==> config.mk <==
export PLATFORM = sky130hd
export DESIGN_NAME = ysyx_22040931_id_pipe_flat
export DESIGN_NICKNAME = d
export VERILOG_FILES = /design/src/rtl/ysyx_22040931_id_pipe_if.sv /design/src/rtl/ysyx_22040931_id_pipe.sv /design/src/flat_wrapper.sv
export SDC_FILE = /design/constraint.sdc
export NUM_CORES = 2
export LEC_CHECK = 0
export CORE_AREA = 2 2 342 344
export DETAILED_ROUTE_END_ITERATION = 12
export DIE_AREA = 0 0 344 346
export PLACE_DENSITY = 0.54
export SYNTH_ARGS = -nofsm -noshare
export SYNTH_HDL_FRONTEND = slang
export SYNTH_SLANG_ARGS = --single-unit
==> constraint.sdc <==
create_clock -name clock -period 19.8 [get_ports clock]
set_clock_uncertainty 0.05 [all_clocks]
set_input_delay 1.98 -clock clock [delete_from_list [all_inputs] [get_ports clock]]
set_output_delay 1.98 -clock clock [all_outputs]
set_load 0.01 [all_outputs]
==> src/rtl/ysyx_22040931_id_pipe_if.sv <==
// IF/ID-to-EX handshake bundle for the pipelined decode stage, including the forwarding taps.
// The slave modport is the decode stage; the master side drives instructions, producers and EX ready.
interface ysyx_22040931_id_pipe_if #(
   parameter int XLEN  = 64,
   parameter int CTRLW = 16,
   parameter int CNT_W = 32
);
   logic             id_valid;
   logic             id_ready;
   logic [XLEN-1:0]  pc_i;
   logic [4:0]       rs1_addr;
   logic [4:0]       rs2_addr;
   logic             rs1_used;
   logic             rs2_used;
   logic [4:0]       rd_addr;
   logic             rd_wen;
   logic             is_load;
   logic [1:0]       br_type;
   logic [2:0]       br_cond;
   logic [XLEN-1:0]  imm;
   logic             use_imm;
   logic [CTRLW-1:0] ctrl_i;
   logic [XLEN-1:0]  rf_data1;
   logic [XLEN-1:0]  rf_data2;
   logic             ex_fwd_wen;
   logic [4:0]       ex_fwd_rd;
   logic [XLEN-1:0]  ex_fwd_data;
   logic             ex_fwd_load;
   logic             mem_fwd_wen;
   logic [4:0]       mem_fwd_rd;
   logic [XLEN-1:0]  mem_fwd_data;
   logic             wb_fwd_wen;
   logic [4:0]       wb_fwd_rd;
   logic [XLEN-1:0]  wb_fwd_data;
   logic             flush;
   logic             ex_ready;
   logic             ex_valid;
   logic [XLEN-1:0]  ex_pc;
   logic [XLEN-1:0]  ex_data1;
   logic [XLEN-1:0]  ex_data2;
   logic [XLEN-1:0]  ex_imm;
   logic [4:0]       ex_rd;
   logic             ex_rd_wen;
   logic             ex_is_load;
   logic [CTRLW-1:0] ex_ctrl;
   logic             redirect;
   logic [XLEN-1:0]  redirect_pc;
   logic [CNT_W-1:0] stall_cnt;

   modport slave (
      input  id_valid, pc_i, rs1_addr, rs2_addr, rs1_used, rs2_used, rd_addr, rd_wen,
             is_load, br_type, br_cond, imm, use_imm, ctrl_i, rf_data1, rf_data2,
             ex_fwd_wen, ex_fwd_rd, ex_fwd_data, ex_fwd_load,
             mem_fwd_wen, mem_fwd_rd, mem_fwd_data,
             wb_fwd_wen, wb_fwd_rd, wb_fwd_data, flush, ex_ready,
      output id_ready, ex_valid, ex_pc, ex_data1, ex_data2, ex_imm, ex_rd, ex_rd_wen,
             ex_is_load, ex_ctrl, redirect, redirect_pc, stall_cnt
   );

   modport master (
      output id_valid, pc_i, rs1_addr, rs2_addr, rs1_used, rs2_used, rd_addr, rd_wen,
             is_load, br_type, br_cond, imm, use_imm, ctrl_i, rf_data1, rf_data2,
             ex_fwd_wen, ex_fwd_rd, ex_fwd_data, ex_fwd_load,
             mem_fwd_wen, mem_fwd_rd, mem_fwd_data,
             wb_fwd_wen, wb_fwd_rd, wb_fwd_data, flush, ex_ready,
      input  id_ready, ex_valid, ex_pc, ex_data1, ex_data2, ex_imm, ex_rd, ex_rd_wen,
             ex_is_load, ex_ctrl, redirect, redirect_pc, stall_cnt
   );
endinterface

==> src/rtl/ysyx_22040931_id_pipe.sv <==
// Pipelined ID stage: operand forwarding/interlock, branch resolution, registered ID/EX payload (1 cycle).
// Back-pressure: id_ready drops on a hazard or when EX holds valid data; the payload is held, never bubbled.
module ysyx_22040931_id_pipe #(
   parameter int XLEN   = 64,
   parameter int CTRLW  = 16,
   parameter int FWD_EN = 1,
   parameter int CNT_W  = 32
) (
   input  logic clock,
   input  logic reset,
   ysyx_22040931_id_pipe_if.slave bus
);
   localparam logic [1:0] BR_JALR = 2'd1;
   localparam logic [1:0] BR_COND = 2'd2;
   localparam logic [1:0] BR_JAL  = 2'd3;

   logic             r_ex_valid;
   logic [XLEN-1:0]  r_ex_pc;
   logic [XLEN-1:0]  r_ex_data1;
   logic [XLEN-1:0]  r_ex_data2;
   logic [XLEN-1:0]  r_ex_imm;
   logic [4:0]       r_ex_rd;
   logic             r_ex_rd_wen;
   logic             r_ex_is_load;
   logic [CTRLW-1:0] r_ex_ctrl;
   logic [CNT_W-1:0] r_stall_cnt;

   logic            w_ex_m1, w_mem_m1, w_wb_m1;
   logic            w_ex_m2, w_mem_m2, w_wb_m2;
   logic [XLEN-1:0] w_op1, w_op2;
   logic            w_haz1, w_haz2, w_hazard;
   logic            w_cond, w_jump, w_taken;
   logic [XLEN-1:0] w_jalr_sum, w_tgt;
   logic [XLEN-1:0] w_d1, w_d2;
   logic            w_id_ready, w_fire, w_redirect;

   assign w_ex_m1  = bus.ex_fwd_wen  && (bus.ex_fwd_rd  == bus.rs1_addr);
   assign w_mem_m1 = bus.mem_fwd_wen && (bus.mem_fwd_rd == bus.rs1_addr);
   assign w_wb_m1  = bus.wb_fwd_wen  && (bus.wb_fwd_rd  == bus.rs1_addr);
   assign w_ex_m2  = bus.ex_fwd_wen  && (bus.ex_fwd_rd  == bus.rs2_addr);
   assign w_mem_m2 = bus.mem_fwd_wen && (bus.mem_fwd_rd == bus.rs2_addr);
   assign w_wb_m2  = bus.wb_fwd_wen  && (bus.wb_fwd_rd  == bus.rs2_addr);

   // Youngest producer wins; x0 is hard-wired to zero regardless of any producer.
   always_comb begin
      w_op1 = '0;
      if (bus.rs1_addr != 5'd0) begin
         if (w_ex_m1)       w_op1 = bus.ex_fwd_data;
         else if (w_mem_m1) w_op1 = bus.mem_fwd_data;
         else if (w_wb_m1)  w_op1 = bus.wb_fwd_data;
         else               w_op1 = bus.rf_data1;
      end
   end

   always_comb begin
      w_op2 = '0;
      if (bus.rs2_addr != 5'd0) begin
         if (w_ex_m2)       w_op2 = bus.ex_fwd_data;
         else if (w_mem_m2) w_op2 = bus.mem_fwd_data;
         else if (w_wb_m2)  w_op2 = bus.wb_fwd_data;
         else               w_op2 = bus.rf_data2;
      end
   end

   always_comb begin
      w_haz1 = 1'b0;
      w_haz2 = 1'b0;
      if (bus.rs1_used && (bus.rs1_addr != 5'd0)) begin
         if (FWD_EN != 0) w_haz1 = w_ex_m1 && bus.ex_fwd_load;
         else             w_haz1 = w_ex_m1 || w_mem_m1 || w_wb_m1;
      end
      if (bus.rs2_used && (bus.rs2_addr != 5'd0)) begin
         if (FWD_EN != 0) w_haz2 = w_ex_m2 && bus.ex_fwd_load;
         else             w_haz2 = w_ex_m2 || w_mem_m2 || w_wb_m2;
      end
   end

   assign w_hazard = w_haz1 || w_haz2;

   // funct3 010/011 are not branch encodings and are treated as never taken.
   always_comb begin
      w_cond = 1'b0;
      case (bus.br_cond)
         3'b000:  w_cond = (w_op1 == w_op2);
         3'b001:  w_cond = (w_op1 != w_op2);
         3'b100:  w_cond = ($signed(w_op1) <  $signed(w_op2));
         3'b101:  w_cond = ($signed(w_op1) >= $signed(w_op2));
         3'b110:  w_cond = (w_op1 <  w_op2);
         3'b111:  w_cond = (w_op1 >= w_op2);
         default: w_cond = 1'b0;
      endcase
   end

   assign w_jump     = (bus.br_type == BR_JAL) || (bus.br_type == BR_JALR);
   assign w_taken    = w_jump || ((bus.br_type == BR_COND) && w_cond);
   assign w_jalr_sum = w_op1 + bus.imm;
   assign w_tgt      = (bus.br_type == BR_JALR) ? {w_jalr_sum[XLEN-1:1], 1'b0}
                                                : (bus.pc_i + bus.imm);

   // Link value is computed in EX as pc + 4.
   assign w_d1 = w_jump ? bus.pc_i : w_op1;
   assign w_d2 = w_jump ? XLEN'(4) : (bus.use_imm ? bus.imm : w_op2);

   assign w_id_ready = !w_hazard && (!r_ex_valid || bus.ex_ready);
   assign w_fire     = bus.id_valid && w_id_ready;
   assign w_redirect = w_fire && w_taken && !bus.flush;

   always_ff @(posedge clock or posedge reset) begin
      if (reset) begin
         r_ex_valid   <= 1'b0;
         r_ex_pc      <= '0;
         r_ex_data1   <= '0;
         r_ex_data2   <= '0;
         r_ex_imm     <= '0;
         r_ex_rd      <= '0;
         r_ex_rd_wen  <= 1'b0;
         r_ex_is_load <= 1'b0;
         r_ex_ctrl    <= '0;
         r_stall_cnt  <= '0;
      end else begin
         if (bus.flush) begin
            r_ex_valid <= 1'b0;
         end else if (w_fire) begin
            r_ex_valid   <= 1'b1;
            r_ex_pc      <= bus.pc_i;
            r_ex_data1   <= w_d1;
            r_ex_data2   <= w_d2;
            r_ex_imm     <= bus.imm;
            r_ex_rd      <= bus.rd_addr;
            r_ex_rd_wen  <= bus.rd_wen;
            r_ex_is_load <= bus.is_load;
            r_ex_ctrl    <= bus.ctrl_i;
         end else if (bus.ex_ready) begin
            r_ex_valid <= 1'b0;
         end
         if (bus.id_valid && w_hazard && !bus.flush && (r_stall_cnt != '1))
            r_stall_cnt <= r_stall_cnt + CNT_W'(1);
      end
   end

   assign bus.id_ready    = w_id_ready;
   assign bus.ex_valid    = r_ex_valid;
   assign bus.ex_pc       = r_ex_pc;
   assign bus.ex_data1    = r_ex_data1;
   assign bus.ex_data2    = r_ex_data2;
   assign bus.ex_imm      = r_ex_imm;
   assign bus.ex_rd       = r_ex_rd;
   assign bus.ex_rd_wen   = r_ex_rd_wen;
   assign bus.ex_is_load  = r_ex_is_load;
   assign bus.ex_ctrl     = r_ex_ctrl;
   assign bus.redirect    = w_redirect;
   assign bus.redirect_pc = w_redirect ? w_tgt : '0;
   assign bus.stall_cnt   = r_stall_cnt;
endmodule

==> src/flat_wrapper.sv <==
// flat-port wrapper written by rule: the top's interface ports become plain ports
module ysyx_22040931_id_pipe_flat 
#(
   parameter int XLEN   = 64,
   parameter int CTRLW  = 16,
   parameter int FWD_EN = 1,
   parameter int CNT_W  = 32
)
  (clock, reset, bus_id_valid, bus_pc_i, bus_rs1_addr, bus_rs2_addr, bus_rs1_used, bus_rs2_used, bus_rd_addr, bus_rd_wen, bus_is_load, bus_br_type, bus_br_cond, bus_imm, bus_use_imm, bus_ctrl_i, bus_rf_data1, bus_rf_data2, bus_ex_fwd_wen, bus_ex_fwd_rd, bus_ex_fwd_data, bus_ex_fwd_load, bus_mem_fwd_wen, bus_mem_fwd_rd, bus_mem_fwd_data, bus_wb_fwd_wen, bus_wb_fwd_rd, bus_wb_fwd_data, bus_flush, bus_ex_ready, bus_id_ready, bus_ex_valid, bus_ex_pc, bus_ex_data1, bus_ex_data2, bus_ex_imm, bus_ex_rd, bus_ex_rd_wen, bus_ex_is_load, bus_ex_ctrl, bus_redirect, bus_redirect_pc, bus_stall_cnt);
  ysyx_22040931_id_pipe_if #(.XLEN(XLEN), .CTRLW(CTRLW), .CNT_W(CNT_W)) bus_i ();
  input  logic clock;
  input  logic reset;
  input wire logic [$bits(bus_i.id_valid)-1:0] bus_id_valid;
  input wire logic [$bits(bus_i.pc_i)-1:0] bus_pc_i;
  input wire logic [$bits(bus_i.rs1_addr)-1:0] bus_rs1_addr;
  input wire logic [$bits(bus_i.rs2_addr)-1:0] bus_rs2_addr;
  input wire logic [$bits(bus_i.rs1_used)-1:0] bus_rs1_used;
  input wire logic [$bits(bus_i.rs2_used)-1:0] bus_rs2_used;
  input wire logic [$bits(bus_i.rd_addr)-1:0] bus_rd_addr;
  input wire logic [$bits(bus_i.rd_wen)-1:0] bus_rd_wen;
  input wire logic [$bits(bus_i.is_load)-1:0] bus_is_load;
  input wire logic [$bits(bus_i.br_type)-1:0] bus_br_type;
  input wire logic [$bits(bus_i.br_cond)-1:0] bus_br_cond;
  input wire logic [$bits(bus_i.imm)-1:0] bus_imm;
  input wire logic [$bits(bus_i.use_imm)-1:0] bus_use_imm;
  input wire logic [$bits(bus_i.ctrl_i)-1:0] bus_ctrl_i;
  input wire logic [$bits(bus_i.rf_data1)-1:0] bus_rf_data1;
  input wire logic [$bits(bus_i.rf_data2)-1:0] bus_rf_data2;
  input wire logic [$bits(bus_i.ex_fwd_wen)-1:0] bus_ex_fwd_wen;
  input wire logic [$bits(bus_i.ex_fwd_rd)-1:0] bus_ex_fwd_rd;
  input wire logic [$bits(bus_i.ex_fwd_data)-1:0] bus_ex_fwd_data;
  input wire logic [$bits(bus_i.ex_fwd_load)-1:0] bus_ex_fwd_load;
  input wire logic [$bits(bus_i.mem_fwd_wen)-1:0] bus_mem_fwd_wen;
  input wire logic [$bits(bus_i.mem_fwd_rd)-1:0] bus_mem_fwd_rd;
  input wire logic [$bits(bus_i.mem_fwd_data)-1:0] bus_mem_fwd_data;
  input wire logic [$bits(bus_i.wb_fwd_wen)-1:0] bus_wb_fwd_wen;
  input wire logic [$bits(bus_i.wb_fwd_rd)-1:0] bus_wb_fwd_rd;
  input wire logic [$bits(bus_i.wb_fwd_data)-1:0] bus_wb_fwd_data;
  input wire logic [$bits(bus_i.flush)-1:0] bus_flush;
  input wire logic [$bits(bus_i.ex_ready)-1:0] bus_ex_ready;
  output wire logic [$bits(bus_i.id_ready)-1:0] bus_id_ready;
  output wire logic [$bits(bus_i.ex_valid)-1:0] bus_ex_valid;
  output wire logic [$bits(bus_i.ex_pc)-1:0] bus_ex_pc;
  output wire logic [$bits(bus_i.ex_data1)-1:0] bus_ex_data1;
  output wire logic [$bits(bus_i.ex_data2)-1:0] bus_ex_data2;
  output wire logic [$bits(bus_i.ex_imm)-1:0] bus_ex_imm;
  output wire logic [$bits(bus_i.ex_rd)-1:0] bus_ex_rd;
  output wire logic [$bits(bus_i.ex_rd_wen)-1:0] bus_ex_rd_wen;
  output wire logic [$bits(bus_i.ex_is_load)-1:0] bus_ex_is_load;
  output wire logic [$bits(bus_i.ex_ctrl)-1:0] bus_ex_ctrl;
  output wire logic [$bits(bus_i.redirect)-1:0] bus_redirect;
  output wire logic [$bits(bus_i.redirect_pc)-1:0] bus_redirect_pc;
  output wire logic [$bits(bus_i.stall_cnt)-1:0] bus_stall_cnt;
  assign bus_i.id_valid = bus_id_valid;
  assign bus_i.pc_i = bus_pc_i;
  assign bus_i.rs1_addr = bus_rs1_addr;
  assign bus_i.rs2_addr = bus_rs2_addr;
  assign bus_i.rs1_used = bus_rs1_used;
  assign bus_i.rs2_used = bus_rs2_used;
  assign bus_i.rd_addr = bus_rd_addr;
  assign bus_i.rd_wen = bus_rd_wen;
  assign bus_i.is_load = bus_is_load;
  assign bus_i.br_type = bus_br_type;
  assign bus_i.br_cond = bus_br_cond;
  assign bus_i.imm = bus_imm;
  assign bus_i.use_imm = bus_use_imm;
  assign bus_i.ctrl_i = bus_ctrl_i;
  assign bus_i.rf_data1 = bus_rf_data1;
  assign bus_i.rf_data2 = bus_rf_data2;
  assign bus_i.ex_fwd_wen = bus_ex_fwd_wen;
  assign bus_i.ex_fwd_rd = bus_ex_fwd_rd;
  assign bus_i.ex_fwd_data = bus_ex_fwd_data;
  assign bus_i.ex_fwd_load = bus_ex_fwd_load;
  assign bus_i.mem_fwd_wen = bus_mem_fwd_wen;
  assign bus_i.mem_fwd_rd = bus_mem_fwd_rd;
  assign bus_i.mem_fwd_data = bus_mem_fwd_data;
  assign bus_i.wb_fwd_wen = bus_wb_fwd_wen;
  assign bus_i.wb_fwd_rd = bus_wb_fwd_rd;
  assign bus_i.wb_fwd_data = bus_wb_fwd_data;
  assign bus_i.flush = bus_flush;
  assign bus_i.ex_ready = bus_ex_ready;
  assign bus_id_ready = bus_i.id_ready;
  assign bus_ex_valid = bus_i.ex_valid;
  assign bus_ex_pc = bus_i.ex_pc;
  assign bus_ex_data1 = bus_i.ex_data1;
  assign bus_ex_data2 = bus_i.ex_data2;
  assign bus_ex_imm = bus_i.ex_imm;
  assign bus_ex_rd = bus_i.ex_rd;
  assign bus_ex_rd_wen = bus_i.ex_rd_wen;
  assign bus_ex_is_load = bus_i.ex_is_load;
  assign bus_ex_ctrl = bus_i.ex_ctrl;
  assign bus_redirect = bus_i.redirect;
  assign bus_redirect_pc = bus_i.redirect_pc;
  assign bus_stall_cnt = bus_i.stall_cnt;
  ysyx_22040931_id_pipe #(.XLEN(XLEN), .CTRLW(CTRLW), .FWD_EN(FWD_EN), .CNT_W(CNT_W)) u_core (.clock(clock), .reset(reset), .bus(bus_i));
endmodule
Yosys cells after proc, flatten, opt, wreduce, memory -nomap -nowiden
Index checks and enable logic that the tools add are counted.
- input port bits: 513
- word-level logic and storage cells: 84
- bits in registers: 312
- reduce and logical (&&, ||, !) cells: 30
- $lt $le $gt $ge: 4
- multiplexer cells: 19
- add/subtract/negate cells: 3
- eq/ne operators: 17
- bitwise operators: 1
- operators with widths (kind ; number):
    two-way mux 64 bit ; 13
    adder 64 bit ; 2
    greater-or-equal comparator 64 bit ; 2
    less-than comparator 64 bit ; 2
    equality test 64 bit ; 1
    inequality test 64 bit ; 1
    adder 32 x 1 -> 32 bit, second input constant ; 1
    inequality test 32 bit, second input constant ; 1
    equality test 5 bit ; 6
    logical AND 1 bit ; 18
    equality test 3 bit, second input constant ; 4
    nonzero test 5 bit ; 2
    one-hot mux 1 bit (6 select lines) ; 1
    two-way mux 1 bit ; 5
    equality test 2 bit, second input constant ; 2
    logical OR 1 bit ; 4
    equality test 3 x 1 -> 1 bit, second input constant ; 1
    zero test 1 bit ; 3
    zero test 3 bit ; 1
    nonzero test 3 bit ; 1
    equality test 2 x 1 -> 1 bit, second input constant ; 1
    AND reduction 2 bit ; 1
    NOT 1 bit ; 1

Longest topological paths before layout
- word-level depth: 13
- gate-level depth with buffers: 25
- depth with buffers taken out: 22

Worst setup path after synthesis
No wires, ideal clock.
- path type: input to output
- start point: input bus_mem_fwd_rd[2]
- end point: output bus_redirect_pc[34]
- arrival: 6772 ps
- cell stages on the path: 22
- buffers on the path: 4
- slack: 10998 ps
- cell sequence: xor2_1 nor4_1 and3_1 clkbuf_1 buf_1 buf_1 a21oi_1 o21ai_0 nand2_1 ha_1 nand2_1 nor3_1 nand3_1 or4_1 nor2_1 nand3_1 or4_1 nand3_1 o311ai_1 a211o_1 buf_2 a2111oi_1
- word-level cells in the longest chain between the ends: 12
- elaborated cells on any way between the ends: 24
- classes of those cells: add/sub: 1; order compare: 4; eq/ne: 4; mux: 9; reduce/logical: 6
- RTL lines (item ; RTL line ; RTL):
    from (decl) ; flat_wrapper.sv:34 ; input wire logic [$bits(bus_i.mem_fwd_rd)-1:0] bus_mem_fwd_rd;
    equality test 5 bit (on tied branches) ; ysyx_22040931_id_pipe.sv:38, ysyx_22040931_id_pipe.sv:41 ;
    logical AND 1 bit (on tied branches) ; ysyx_22040931_id_pipe.sv:38, ysyx_22040931_id_pipe.sv:41 ;
    two-way mux 64 bit (on tied branches) ; ysyx_22040931_id_pipe.sv:49, ysyx_22040931_id_pipe.sv:59 ;
    two-way mux 64 bit (on tied branches) ; ysyx_22040931_id_pipe.sv:48, ysyx_22040931_id_pipe.sv:58 ;
    two-way mux 64 bit (on tied branches) ; ysyx_22040931_id_pipe.sv:47, ysyx_22040931_id_pipe.sv:57 ;
    greater-or-equal comparator 64 bit, or another cell as far along ; ysyx_22040931_id_pipe.sv:89 ; 3'b111: w_cond = (w_op1 >= w_op2);
    one-hot mux 1 bit (6 select lines) ; ysyx_22040931_id_pipe.sv:83 ; case (bus.br_cond)
    logical AND 1 bit ; ysyx_22040931_id_pipe.sv:95 ; assign w_taken = w_jump || ((bus.br_type == BR_COND) && w_cond);
    logical OR 1 bit ; ysyx_22040931_id_pipe.sv:95 ;
    logical AND 1 bit (2 in series) ; ysyx_22040931_id_pipe.sv:106 ; assign w_redirect = w_fire && w_taken && !bus.flush;
    two-way mux 64 bit * ; ysyx_22040931_id_pipe.sv:152 ; assign bus.redirect_pc = w_redirect ? w_tgt : '0;
    to (decl) ; flat_wrapper.sv:52 ; output wire logic [$bits(bus_i.redirect_pc)-1:0] bus_redirect_pc;
Mark *: on every way between the ends. The rest lies on a longest branch, timed or not.

Worst setup path after layout
- start point: input bus_rs1_addr[4]
- end point: output bus_redirect_pc[44]
- word-level cells in the longest chain between the ends: 13
- elaborated cells on any way between the ends: 32
- classes of those cells: add/sub: 1; order compare: 4; eq/ne: 5; mux: 8; reduce/logical: 14
- RTL lines (item ; RTL line ; RTL):
    from (decl) ; flat_wrapper.sv:15 ; input wire logic [$bits(bus_i.rs1_addr)-1:0] bus_rs1_addr;
    equality test 5 bit ; ysyx_22040931_id_pipe.sv:39 ; assign w_wb_m1 = bus.wb_fwd_wen && (bus.wb_fwd_rd == bus.rs1_addr);
    logical AND 1 bit ; ysyx_22040931_id_pipe.sv:39 ;
    two-way mux 64 bit ; ysyx_22040931_id_pipe.sv:50 ; else if (w_wb_m1) w_op1 = bus.wb_fwd_data;
    two-way mux 64 bit ; ysyx_22040931_id_pipe.sv:49 ; else if (w_mem_m1) w_op1 = bus.mem_fwd_data;
    two-way mux 64 bit ; ysyx_22040931_id_pipe.sv:48 ; if (w_ex_m1) w_op1 = bus.ex_fwd_data;
    two-way mux 64 bit ; ysyx_22040931_id_pipe.sv:47 ; if (bus.rs1_addr != 5'd0) begin
    greater-or-equal comparator 64 bit, or another cell as far along ; ysyx_22040931_id_pipe.sv:89 ;
    one-hot mux 1 bit (6 select lines) ; ysyx_22040931_id_pipe.sv:83 ;
    logical AND 1 bit ; ysyx_22040931_id_pipe.sv:95 ;
    logical OR 1 bit ; ysyx_22040931_id_pipe.sv:95 ;
    logical AND 1 bit (2 in series) ; ysyx_22040931_id_pipe.sv:106 ;
    two-way mux 64 bit * ; ysyx_22040931_id_pipe.sv:152 ;
Marks and branches as above.

==> impl_results.md <==
* Outcome: finished, final reports clean
* Type of the worst setup path: in2out
* Net Count, Synth at 4008
* Die height at ~350 um
* Via-per-instance ratio at between 5 and 6
* Number of global-route vias before repair at 28720
* Clk network pwr share at between 30% and 40%
* Sinks on Clock Net at 312
* Final worst-path cycle share at 60.80%
* Final count of negative-setup-slack endpoints at 0
* Average cell area after synthesis at 8.179 um^2
* Fraction of post-synthesis cell area in the top cell type by area at between 20% and 30%
* Number of clock buffers inserted by TritonCTS at 44
* Clk root buf: sky130_fd_sc_hd__clkbuf_16
* Detailed placement HPWL at approximately 120 mm
* Final TNS setup at 0 ns
* Sequential area share after synthesis at a little under 30%
* Total Nets Final at 4771
* Core area at 115400 um^2
* GRT overflow at 0
* Start point of the critical path: bus_rs1_addr[4]
* Placed Cells at 5546
* Worst min-delay path startpoint: u_core.bus.ex_data1[54]
* Max rail drop VDD at 0.06223 mV
* Required time at the endpoint of the critical path at 17.77 ns
* Power per unit of standard cell area at 71.30 nW/um^2
* Length of routed met3 wiring at between 9 and 10 mm
* Hold buffers post-CTS at 0
* Hold WC Path Type: reg2reg
* Switching power total at 1.019 mW
* Overall routed net length at 147.6 mm
* Share of the core filled with cells at 33.69%
* First-iteration detailed-routing DRC count at 2103
* Area grow syn2layout at 43.86%
* CTS resizes at 0
* Sw Ratio at 36.75%
* Synth Warn # at 0
* Met1 wire length at about 63 mm
* Uppermost metal layer occupied by signal nets: met5
* Worst Tran Pin Value at 1.045 ns
* Number of placed I/O pins at 891
* Final Instance Count excl. Fillers at 5633
* Worst path arrival time at 10.01 ns
* Hold Fails Final Rpt at 0
* Yosys top cell by area: sky130_fd_sc_hd__dfrtp_1
* Largest buffer count on any clock path at 3
* Wire length of the first global-routing pass at about 210 mm
* Placement-stage cell area at 37410 um^2
* R2R setup slack at 16.37 ns
* Clk_lat worst skew at 0.61 ns
* RSZ-0062 raised after global routing: no
* Final std cell area, no fill at 38890 um^2
* Cells after Synth at 3305
* Iteration count of the initial detailed-routing pass at 5
* Largest cells by area after synthesis: sky130_fd_sc_hd__dfrtp_1 (29%), sky130_fd_sc_hd__ha_1 (8.7%), sky130_fd_sc_hd__mux2i_1 (7.0%), sky130_fd_sc_hd__a21oi_1 (6.3%), sky130_fd_sc_hd__mux2_2 (6.2%)
* Register share of total power at between 20 and 30%
* Avg WL per Cell at between 20 and 30 um
* Total routing usage reported by global routing at about a quarter
* Delay of the slowest cell on the worst path at 0.75 ns
* Fraction of layout cells with a size suffix above 1 at 7.212%
* Effective utilization at floorplan at 23.42%
* Count of pins over their slew limit at 0
* Leakage at between 15 and 20 nW
* Residual DRC count at 0
* Smallest hold slack at 0.4256 ns
* CTS H-tree depth at 2
* Category of the worst setup path launch point: primary input
* Placer congestion estimate at 0.9200
* Nature of the critical path endpoint: output port
* Number of flops mapped to enable cells by yosys at 0
* Distinct cells, synth at 75
* Row cnt at 125
* Ordered list of cells on the worst path: clkdlybuf4s50_1 > xnor2_1 > nand4_1 > nor2_4 > buf_4 > buf_4 > buf_4 > mux2i_1 > a211oi_1 > a21oi_1 > nor2_1 > ha_1 > nand2_1 > nor3_1 > nand3_1 > or4_1 > nor2_1 > nand3_1 > or4_1 > nand3_1 > o311ai_1 > a211o_2 > a211oi_1 > clkdlybuf4s50_1
* Combinational Power Share at 41.4%
* Highest net fanout along the worst path at 24
* FF-to-FF Start: u_core.bus.stall_cnt[18]
* Count of max-cap constraint violations at 0
* Routed met2 length at 72.16 mm
* Full die area at 119000 um^2
* Leading register cell type out of synthesis: sky130_fd_sc_hd__dfrtp_1
* Internal Dissipation at 1.754 mW
* Number of flip-flops and latches in the synthesized netlist at 312
* Tmin final at 12.04 ns
* Via Count at 28900
* Clock Pin Slew Worst Setup and Hold Paths at 0.06 ns
* Total setup buffers inserted after CTS at 0
* Largest net degree at the start of global routing at 104
* Netlist area before placement at 27030 um^2
* Die width at 344 um
* CP max stage cell: sky130_fd_sc_hd__clkdlybuf4s50_1
* Number of nets with antenna violations after detailed routing at 0
* Initial antenna violation count at 17
* Max frequency at 83.06 MHz
* IO Port Bufs at 890
* Max_slew headroom at 29.90%
* Clock tree from TritonCTS: yes
* Fraction of registers with async set/reset at 100.0%
-- metal layers --
layer	track usage, %	vias to the layer above
met3	4.628	168
met1	30.68	14170
met5	0	-
met2	40.99	995
li1	-	13560
met4	4.969	16
-- synth_stat cells, types with 7 or more instances --
library cell	instances
sky130_fd_sc_hd__a21oi_1	341
sky130_fd_sc_hd__nand4_1	43
sky130_fd_sc_hd__or3_1	8
sky130_fd_sc_hd__o211ai_1	14
sky130_fd_sc_hd__o21ai_0	282
sky130_fd_sc_hd__clkbuf_1	168
sky130_fd_sc_hd__nor2b_1	19
sky130_fd_sc_hd__inv_1	45
sky130_fd_sc_hd__nor4_1	13
sky130_fd_sc_hd__and3_1	27
sky130_fd_sc_hd__and2_1	15
sky130_fd_sc_hd__o31ai_1	14
sky130_fd_sc_hd__nor3_1	27
sky130_fd_sc_hd__ha_1	188
sky130_fd_sc_hd__nand2_1	393
sky130_fd_sc_hd__a31oi_1	31
sky130_fd_sc_hd__or4_1	7
sky130_fd_sc_hd__xor2_1	74
sky130_fd_sc_hd__dfrtp_1	312
sky130_fd_sc_hd__buf_1	35
sky130_fd_sc_hd__mux2i_1	189
sky130_fd_sc_hd__nand2b_1	17
sky130_fd_sc_hd__a211oi_1	77
sky130_fd_sc_hd__a21o_1	103
sky130_fd_sc_hd__a221oi_1	7
sky130_fd_sc_hd__mux2_2	150
sky130_fd_sc_hd__xnor2_1	98
sky130_fd_sc_hd__o21bai_1	21
sky130_fd_sc_hd__o22ai_1	12
sky130_fd_sc_hd__and4_1	13
sky130_fd_sc_hd__nand3_1	62
sky130_fd_sc_hd__nor2_1	331
sky130_fd_sc_hd__o21a_1	12
sky130_fd_sc_hd__a22o_1	63
-- cells in the final DEF (no fill, tap or decap), drive strengths merged, types with 12 or more instances in the layout --
master / n
clkbuf: 60
a211oi: 77
nand2: 393
o21bai: 21
ha: 188
nor3: 27
a21oi: 342
a22o: 63
mux2i: 189
a31oi: 31
xnor2: 98
nand3: 62
and3: 27
inv: 51
o21a: 12
nand2b: 18
nor4: 14
xor2: 74
and4: 13
o31ai: 14
buf: 39
mux2: 150
a21o: 103
o22ai: 12
nor2: 331
clkinv: 15
nand4: 43
dfrtp: 312
o21ai: 285
nor2b: 19
clkdlybuf4s50: 889
and2: 16
o211ai: 14
-- power groups by stage --
| stage | sequential, mW | combinational (mW) | clock (mW) |
|---|---|---|---|
| 6_report | 0.787 | 1.15 | 0.838 |
| 5_1_grt | 0.797 | 1.23 | 0.882 |
| 2_1_floorplan | 0.839 | 0.502 | 0 |
| 4_1_cts | 0.786 | 1.15 | 0.859 |
| 3_3_place_gp | 0.793 | 1.15 | 0 |
| 3_5_place_dp | 0.797 | 1.15 | 0 |
-- sequential cells by signal (all words and copies together) (netlist names) --
name and flops:
u_core.bus.ex_is_load 1, u_core.bus.ex_ctrl 16, u_core.bus.ex_imm 64, u_core.bus.ex_data2 64, u_core.bus.stall_cnt 32, u_core.bus.ex_valid 1
u_core.bus.ex_pc 64, u_core.bus.ex_rd 5, u_core.bus.ex_rd_wen 1, u_core.bus.ex_data1 64
-- critical path, delay by kind of cell --
| kind | cells | cell delay (ns) |
|---|---|---|
| AND/OR/NAND/NOR | 11 | 2.80 |
| multiplexers | 1 | 0.25 |
| AO/OA/AOI/OAI | 5 | 1.57 |
| adder cells (fa/ha/maj) | 1 | 0.33 |
| buffers and inverters | 5 | 2.87 |
| XOR/XNOR | 1 | 0.15 |
-- final timing paths --
check,to,cells after the start
max in group asynchronous,u_core.bus.ex_imm[42],4
worst max register to register,u_core.bus.stall_cnt[31],12
min in group asynchronous,u_core.bus.ex_pc[1],2
worst min-delay path,u_core.bus.ex_data1[54],2
worst max-delay path,bus_redirect_pc[44],24
worst min register to register,u_core.bus.ex_data1[54],2
-- cell type report --
| cell class | count | area (um^2) |
|---|---|---|
| clock buffer | 60 | 1252 |
| inverter | 47 | 186.4 |
| fill | 12210 | 76530 |
| timing repair buffer | 928 | 9204 |
| tap | 1524 | 1907 |
| multi-input combinational | 2735 | 18300 |
| clock inverter | 22 | 215.2 |
| antenna | 5 | 12.51 |
| sequential | 312 | 7807 |
-- metrics by stage --
stage | total power [mW] | setup WS, ns
final | 2.773 | 7.761
after global routing | 2.912 | 7.231
after CTS | 2.798 | 7.652
after detailed placement | 1.942 | 7.696
after global placement | 1.940 | 7.675
after floorplan | 1.341 | 9.141
-- logic make-up after synthesis --
logic type               share of synthesized area [%]
AO/OA/AOI/OAI                                    23.55
buffers and inverters                            3.652
XOR/XNOR                                         5.573
AND/OR/NAND/NOR                                  16.21
flip-flops                                       28.88
adder cells (fa/ha/maj)                          8.887
multiplexers                                     13.25
Note: power is estimated with default switching activity, not from simulation.
